--- config.mk ---
export PLATFORM = sky130hd
export DESIGN_NAME = multicycle_control_flat
export DESIGN_NICKNAME = d
export VERILOG_FILES = /design/src/rtl/multicycle_control_if.sv /design/src/rtl/multicycle_control.sv /design/src/flat_wrapper.sv
export SDC_FILE = /design/constraint.sdc
export NUM_CORES = 1
export LEC_CHECK = 0
export ABC_AREA = 1
export CAP_MARGIN = 20
export CORE_ASPECT_RATIO = 1.1
export CORE_UTILIZATION = 53
export DETAILED_ROUTE_END_ITERATION = 16
export PLACE_DENSITY = 0.93
export SLEW_MARGIN = 15
export SYNTH_ARGS = -nofsm -noshare
export SYNTH_HDL_FRONTEND = slang
export SYNTH_SLANG_ARGS = --single-unit
--- constraint.sdc ---
create_clock -name clk -period 3.75 [get_ports clk]
set_clock_uncertainty 0.05 [all_clocks]
set_input_delay 1.125 -clock clk [delete_from_list [all_inputs] [get_ports clk]]
set_output_delay 1.125 -clock clk [all_outputs]
set_load 0.1 [all_outputs]
--- src/rtl/multicycle_control_if.sv ---
// Unified memory port handshake between the multicycle controller and memory.
// The controller drives the request side; memory answers with a ready strobe.
interface multicycle_control_if;
  logic mem_req_o;
  logic mem_we_o;
  logic i_or_d_o;
  logic mem_ready_i;

  modport master (output mem_req_o, mem_we_o, i_or_d_o, input mem_ready_i);
  modport slave  (input mem_req_o, mem_we_o, i_or_d_o, output mem_ready_i);
endinterface

--- src/rtl/multicycle_control.sv ---
// Moore main-control FSM for a multicycle RV32I core with one shared ALU and one
// unified memory port. Also counts retired instructions.
module multicycle_control #(
  parameter int COUNT_W = 32
) (
  input  logic                  clk,
  input  logic                  reset,
  input  logic [6:0]            opcode_i,
  input  logic                  zero_i,
  multicycle_control_if.master  mem,
  output logic                  ir_write_o,
  output logic                  pc_write_o,
  output logic                  pc_src_o,
  output logic [1:0]            alu_src_a_o,
  output logic [1:0]            alu_src_b_o,
  output logic [2:0]            alu_op_o,
  output logic                  reg_write_o,
  output logic [1:0]            result_src_o,
  output logic                  illegal_o,
  output logic [3:0]            state_o,
  output logic [COUNT_W-1:0]    instr_count_o
);

  typedef enum logic [3:0] {
    FETCH    = 4'd0,
    DECODE   = 4'd1,
    MEM_ADDR = 4'd2,
    MEM_RD   = 4'd3,
    MEM_WB   = 4'd4,
    MEM_WR   = 4'd5,
    EXEC_R   = 4'd6,
    EXEC_I   = 4'd7,
    EXEC_LUI = 4'd8,
    ALU_WB   = 4'd9,
    BRANCH   = 4'd10,
    JAL      = 4'd11
  } state_e;

  localparam logic [6:0] OPC_R    = 7'b0110011;
  localparam logic [6:0] OPC_I    = 7'b0010011;
  localparam logic [6:0] OPC_LUI  = 7'b0110111;
  localparam logic [6:0] OPC_LW   = 7'b0000011;
  localparam logic [6:0] OPC_SW   = 7'b0100011;
  localparam logic [6:0] OPC_BEQ  = 7'b1100011;
  localparam logic [6:0] OPC_JAL  = 7'b1101111;

  localparam logic [1:0] SRC_A_PC    = 2'b00;
  localparam logic [1:0] SRC_A_OLDPC = 2'b01;
  localparam logic [1:0] SRC_A_REG   = 2'b10;
  localparam logic [1:0] SRC_B_REG   = 2'b00;
  localparam logic [1:0] SRC_B_IMM   = 2'b01;
  localparam logic [1:0] SRC_B_FOUR  = 2'b10;

  localparam logic [2:0] ALU_R   = 3'b000;
  localparam logic [2:0] ALU_I   = 3'b001;
  localparam logic [2:0] ALU_ADD = 3'b010;
  localparam logic [2:0] ALU_CMP = 3'b011;
  localparam logic [2:0] ALU_LUI = 3'b100;

  localparam logic [1:0] RES_ALUOUT = 2'b00;
  localparam logic [1:0] RES_MDR    = 2'b01;
  localparam logic [1:0] RES_PC     = 2'b10;

  state_e               state_q, state_d;
  logic [COUNT_W-1:0]   count_q, count_d;
  logic                 retire;

  always_ff @(posedge clk or negedge reset) begin
    if (!reset) begin
      state_q <= FETCH;
      count_q <= '0;
    end else begin
      state_q <= state_d;
      count_q <= count_d;
    end
  end

  always_comb begin
    state_d       = FETCH;
    mem.mem_req_o = 1'b0;
    mem.mem_we_o  = 1'b0;
    mem.i_or_d_o  = 1'b0;
    ir_write_o    = 1'b0;
    pc_write_o    = 1'b0;
    pc_src_o      = 1'b0;
    alu_src_a_o   = SRC_A_PC;
    alu_src_b_o   = SRC_B_REG;
    alu_op_o      = ALU_R;
    reg_write_o   = 1'b0;
    result_src_o  = RES_ALUOUT;
    illegal_o     = 1'b0;
    retire        = 1'b0;

    case (state_q)
      FETCH: begin
        mem.mem_req_o = 1'b1;
        alu_src_a_o   = SRC_A_PC;
        alu_src_b_o   = SRC_B_FOUR;
        alu_op_o      = ALU_ADD;
        ir_write_o    = mem.mem_ready_i;
        pc_write_o    = mem.mem_ready_i;
        state_d       = mem.mem_ready_i ? DECODE : FETCH;
      end
      DECODE: begin
        // Precompute OldPC+imm into ALUOut for branch and JAL targets.
        alu_src_a_o = SRC_A_OLDPC;
        alu_src_b_o = SRC_B_IMM;
        alu_op_o    = ALU_ADD;
        case (opcode_i)
          OPC_R:          state_d = EXEC_R;
          OPC_I:          state_d = EXEC_I;
          OPC_LUI:        state_d = EXEC_LUI;
          OPC_LW, OPC_SW: state_d = MEM_ADDR;
          OPC_BEQ:        state_d = BRANCH;
          OPC_JAL:        state_d = JAL;
          default: begin
            illegal_o = 1'b1;
            state_d   = FETCH;
          end
        endcase
      end
      MEM_ADDR: begin
        alu_src_a_o = SRC_A_REG;
        alu_src_b_o = SRC_B_IMM;
        alu_op_o    = ALU_ADD;
        if (opcode_i == OPC_LW)      state_d = MEM_RD;
        else if (opcode_i == OPC_SW) state_d = MEM_WR;
        else                         state_d = FETCH;
      end
      MEM_RD: begin
        mem.mem_req_o = 1'b1;
        mem.i_or_d_o  = 1'b1;
        state_d       = mem.mem_ready_i ? MEM_WB : MEM_RD;
      end
      MEM_WB: begin
        reg_write_o  = 1'b1;
        result_src_o = RES_MDR;
        retire       = 1'b1;
        state_d      = FETCH;
      end
      MEM_WR: begin
        mem.mem_req_o = 1'b1;
        mem.i_or_d_o  = 1'b1;
        mem.mem_we_o  = 1'b1;
        retire        = mem.mem_ready_i;
        state_d       = mem.mem_ready_i ? FETCH : MEM_WR;
      end
      EXEC_R: begin
        alu_src_a_o = SRC_A_REG;
        alu_src_b_o = SRC_B_REG;
        alu_op_o    = ALU_R;
        state_d     = ALU_WB;
      end
      EXEC_I: begin
        alu_src_a_o = SRC_A_REG;
        alu_src_b_o = SRC_B_IMM;
        alu_op_o    = ALU_I;
        state_d     = ALU_WB;
      end
      EXEC_LUI: begin
        alu_src_a_o = SRC_A_REG;
        alu_src_b_o = SRC_B_IMM;
        alu_op_o    = ALU_LUI;
        state_d     = ALU_WB;
      end
      ALU_WB: begin
        reg_write_o  = 1'b1;
        result_src_o = RES_ALUOUT;
        retire       = 1'b1;
        state_d      = FETCH;
      end
      BRANCH: begin
        alu_src_a_o = SRC_A_REG;
        alu_src_b_o = SRC_B_REG;
        alu_op_o    = ALU_CMP;
        pc_src_o    = 1'b1;
        pc_write_o  = zero_i;
        retire      = 1'b1;
        state_d     = FETCH;
      end
      JAL: begin
        // rd gets the already-advanced PC; PC takes the target held in ALUOut.
        reg_write_o  = 1'b1;
        result_src_o = RES_PC;
        pc_write_o   = 1'b1;
        pc_src_o     = 1'b1;
        retire       = 1'b1;
        state_d      = FETCH;
      end
      default: state_d = FETCH;
    endcase
  end

  assign count_d       = retire ? count_q + 1'b1 : count_q;
  assign state_o       = state_q;
  assign instr_count_o = count_q;

endmodule

--- src/flat_wrapper.sv ---
// flat-port wrapper written by rule: the top's interface ports become plain ports
module multicycle_control_flat 
#(
  parameter int COUNT_W = 32
)
  (clk, reset, opcode_i, zero_i, ir_write_o, pc_write_o, pc_src_o, alu_src_a_o, alu_src_b_o, alu_op_o, reg_write_o, result_src_o, illegal_o, state_o, instr_count_o, mem_mem_req_o, mem_mem_we_o, mem_i_or_d_o, mem_mem_ready_i);
  multicycle_control_if mem_i ();
  input  logic clk;
  input  logic reset;
  input  logic [6:0] opcode_i;
  input  logic zero_i;
  output logic ir_write_o;
  output logic pc_write_o;
  output logic pc_src_o;
  output logic [1:0] alu_src_a_o;
  output logic [1:0] alu_src_b_o;
  output logic [2:0] alu_op_o;
  output logic reg_write_o;
  output logic [1:0] result_src_o;
  output logic illegal_o;
  output logic [3:0] state_o;
  output logic [COUNT_W-1:0] instr_count_o;
  output wire logic [$bits(mem_i.mem_req_o)-1:0] mem_mem_req_o;
  output wire logic [$bits(mem_i.mem_we_o)-1:0] mem_mem_we_o;
  output wire logic [$bits(mem_i.i_or_d_o)-1:0] mem_i_or_d_o;
  input wire logic [$bits(mem_i.mem_ready_i)-1:0] mem_mem_ready_i;
  assign mem_mem_req_o = mem_i.mem_req_o;
  assign mem_mem_we_o = mem_i.mem_we_o;
  assign mem_i_or_d_o = mem_i.i_or_d_o;
  assign mem_i.mem_ready_i = mem_mem_ready_i;
  multicycle_control #(.COUNT_W(COUNT_W)) u_core (.clk(clk), .reset(reset), .opcode_i(opcode_i), .zero_i(zero_i), .mem(mem_i), .ir_write_o(ir_write_o), .pc_write_o(pc_write_o), .pc_src_o(pc_src_o), .alu_src_a_o(alu_src_a_o), .alu_src_b_o(alu_src_b_o), .alu_op_o(alu_op_o), .reg_write_o(reg_write_o), .result_src_o(result_src_o), .illegal_o(illegal_o), .state_o(state_o), .instr_count_o(instr_count_o));
endmodule
==> reports/metrics.yaml <==
floorplan:
  dieHeight_um: 74.5
  core_um2: 4620
  dieArea_um2: 5060
  fp-row-count: 26
  boundaryPins: 64
  die_w_um: 67.9
  initial_core_util_pct: 54.8
logic_synthesis:
  synth-edff-count: 0
  netlist_area_um2: 2530
  syn_inst: 398
  synth_fp_nets: 410
  postSynth.asyncResetShare_pct: 100
  avgSynthCellArea_um2: 6.36
  ys_ff_latch: 36
  yosysSeqAreaShare_pct: 35.6
  synth-main-ff-cell: "dfrtp_1"
  yosysWarnings: 0
  synth_cell_type_count: 28
cts:
  root_buffer: "clkbuf_8"
  clockBufferDepth: 2
  htreeDepth: 2
  ctsHoldBuffers: 0
  post_cts_buffers: 0
  cts_buffers: 5
  clock_latency_ns: 0.29
  cts_resized: 0
  clock-sinks: 36
  cts_tree: "built"
  path_clk_slew_ns: 0.08
setup_path:
  cp-end-kind: "output port"
  cp-startpoint: "opcode_i[5]"
  crit_required_ns: 2.57
  critical_path_class: "in2out"
  rr_endpoint: "u_core.instr_count_o[2]$_DFFE_PN0P_"
  cp-start-kind: "input pin"
  reg2reg_depth: 8
  cp_max_fo: 3
  worstReg2RegStart: "u_core.state_o[0]$_DFF_PN0_"
  r2r_slack_ns: 1.81
  worstSetupEndpoint: "illegal_o"
  crit_arrival_ns: 2.51
grt:
  grt_remaining_overflow: 0
  track_usage_pct: 27.4
  grt_pass1_vias: 2483
  antenna_found_initial: 0
  grt_pass1_wl_um: 10500
  grt_max_degree: 37
power_and_ir_drop:
  totalPowerFinal_mw: 1.38
  irDropWorstVdd_mv: 0.497
  p_per_area_nw_per_um2: 420
  cellLeakagePower_nw: 1.63
sta:
  fin_ws_ns: 0.0652
  setup_viol: 0
  max_freq_mhz: 271
  finalHoldViolCount: 0
  maxSlewViolCount: 0
  min_period_ns: 3.68
  max_slew_margin_pct: 69.7
  worst_slew_pin_slew_ns: 0.454
  finalCritPeriodShare_pct: 98.3
  rsz0062_at_grt: "no"
  worst_hold_slack_ns: 0.498
placement:
  placement.io_buffers: 63
  place_congestion: 0.894
  place_ws_ns: 0.0696
  dpl.hpwl_um: 4990
routing:
  drt_iter0_markers: 144
  ant_nets: 0
  vias_per_cell: 5.17
  dr_total_vias: 2703
  finalWirelength_um: 6480
  drcViolationCount: 0
  drt_pre_antenna_iters: 4
  wl_per_cell_um: 12.4
final_layout:
  fillers: 388
  insertedDiodeCount: 0
  drive_gt1_share_pct: 19.9
  area_delta_synth_final_pct: 29.8
  final_nets: 478
run_status:
  status: "finished, final reports clean"
worst_hold_path:
  hold_path_class: "reg2reg"
job:
  drv_cap: 0
[how the worst min path moves through the flow]
| stage | startpoint | endpoint | slack, ns | cells after the start |
|---|---|---|---|---|
| after floorplan | reset | u_core.instr_count_o[0]$_DFFE_PN0P_ | 0.78 | 0 |
| after global placement | u_core.instr_count_o[15]$_DFFE_PN0P_ | u_core.instr_count_o[15]$_DFFE_PN0P_ | 0.47 | 2 |
| after detailed placement | u_core.instr_count_o[21]$_DFFE_PN0P_ | u_core.instr_count_o[21]$_DFFE_PN0P_ | 0.48 | 2 |
| after CTS | u_core.instr_count_o[21]$_DFFE_PN0P_ | u_core.instr_count_o[21]$_DFFE_PN0P_ | 0.50 | 2 |
| after global routing | u_core.instr_count_o[22]$_DFFE_PN0P_ | u_core.instr_count_o[22]$_DFFE_PN0P_ | 0.53 | 2 |
| final | u_core.instr_count_o[21]$_DFFE_PN0P_ | u_core.instr_count_o[21]$_DFFE_PN0P_ | 0.50 | 2 |
[synthesized netlist by cell type (all sizes together), types with 3 or more instances]
cell / count / area [um^2]
a21oi: 3 / 15.0
nor2: 64 / 273
nand3b: 7 / 52.6
buf: 6 / 57.6
nor3: 5 / 25.0
dfrtp: 36 / 901
nand3: 24 / 133
nand2: 181 / 689
o21ai: 9 / 52.6
nand4: 7 / 43.8
inv: 39 / 146
xor2: 4 / 35.0
xnor2: 7 / 61.3
[stage by stage]
| stage | instance area, um^2 | instances | util (%) | TNS, ns |
|---|---|---|---|---|
| floorplan | 2590 | 398 | - | -0.702 |
| global placement | 3170 | 515 | 68.7 | 0 |
| detailed placement | 3170 | 515 | 68.7 | 0 |
| CTS | 3280 | 523 | 71.1 | 0 |
| global route | 3280 | 523 | 71.1 | 0 |
| finish | 3280 | 523 | 71.1 | 0 |
[state kept, by name, indices dropped and copies added (netlist names)]
signal                flops
u_core.state_o            4
u_core.instr_count_o     32
[worst max-delay path, cell delays in order]
cell	delay, ns
clkdlybuf4s50_1	0.50
inv_1	0.07
nor3_1	0.26
nand2_1	0.14
nand3_1	0.18
nor3_4	0.06
buf_12	0.16
[placed cells by master (no fill, tap or decap), drive strengths merged]
master	instances
nand2	181
nor2	64
buf	57
inv	39
dfrtp	36
nand3	24
clkdlybuf4s50	10
o21ai	9
nand4	7
nand3b	7
xnor2	7
clkbuf	5
nor3	5
xor2	4
a21oi	3
o2111ai	1
o22ai	1
a31oi	1
nor4	1
or2	1
ha	1
clkinv	1
bufinv	1
clkinvlp	1
[where the power goes]
group / switching (mW) / internal (mW) / leakage, nW / total, mW
combinational: 0.440 / 0.134 / 1.08 / 0.574
sequential: 0.0478 / 0.417 / 0.491 / 0.465
clock: 0.146 / 0.197 / 0.0541 / 0.343
[logic make-up (layout without fill, tap and decap cells)]
family | after synthesis | after routing | share of synthesized area (%)
flops | 36 | 36 | 35.6
simple gates | 290 | 290 | 48.5
compound gates | 15 | 15 | 3.51
fa+ha+maj | 1 | 1 | 0.494
buf+inv | 45 | 114 | 8.06
xor+xnor | 11 | 11 | 3.81
[layout make-up]
class                   instances  area, um^2  area share (%)
repair buffers                 67         566            17.2
clock inverters                 3        42.5            1.30
clock buffers                   5        68.8            2.10
flip-flops and latches         36         901            27.4
inverters                      39         146            4.46
well taps                      56        70.1            2.13
multi-input cells             317        1490            45.4
[layer usage]
layer / routed length (um) / track usage, % / vias up
met4: 150 / 13.7 / 0
li1: - / - / 1372
met3: 305 / 4.29 / 16
met5: 0 / 0 / -
met1: 2750 / 33.0 / 1232
met2: 3270 / 47.0 / 83
(Power assumes the default switching activity.)
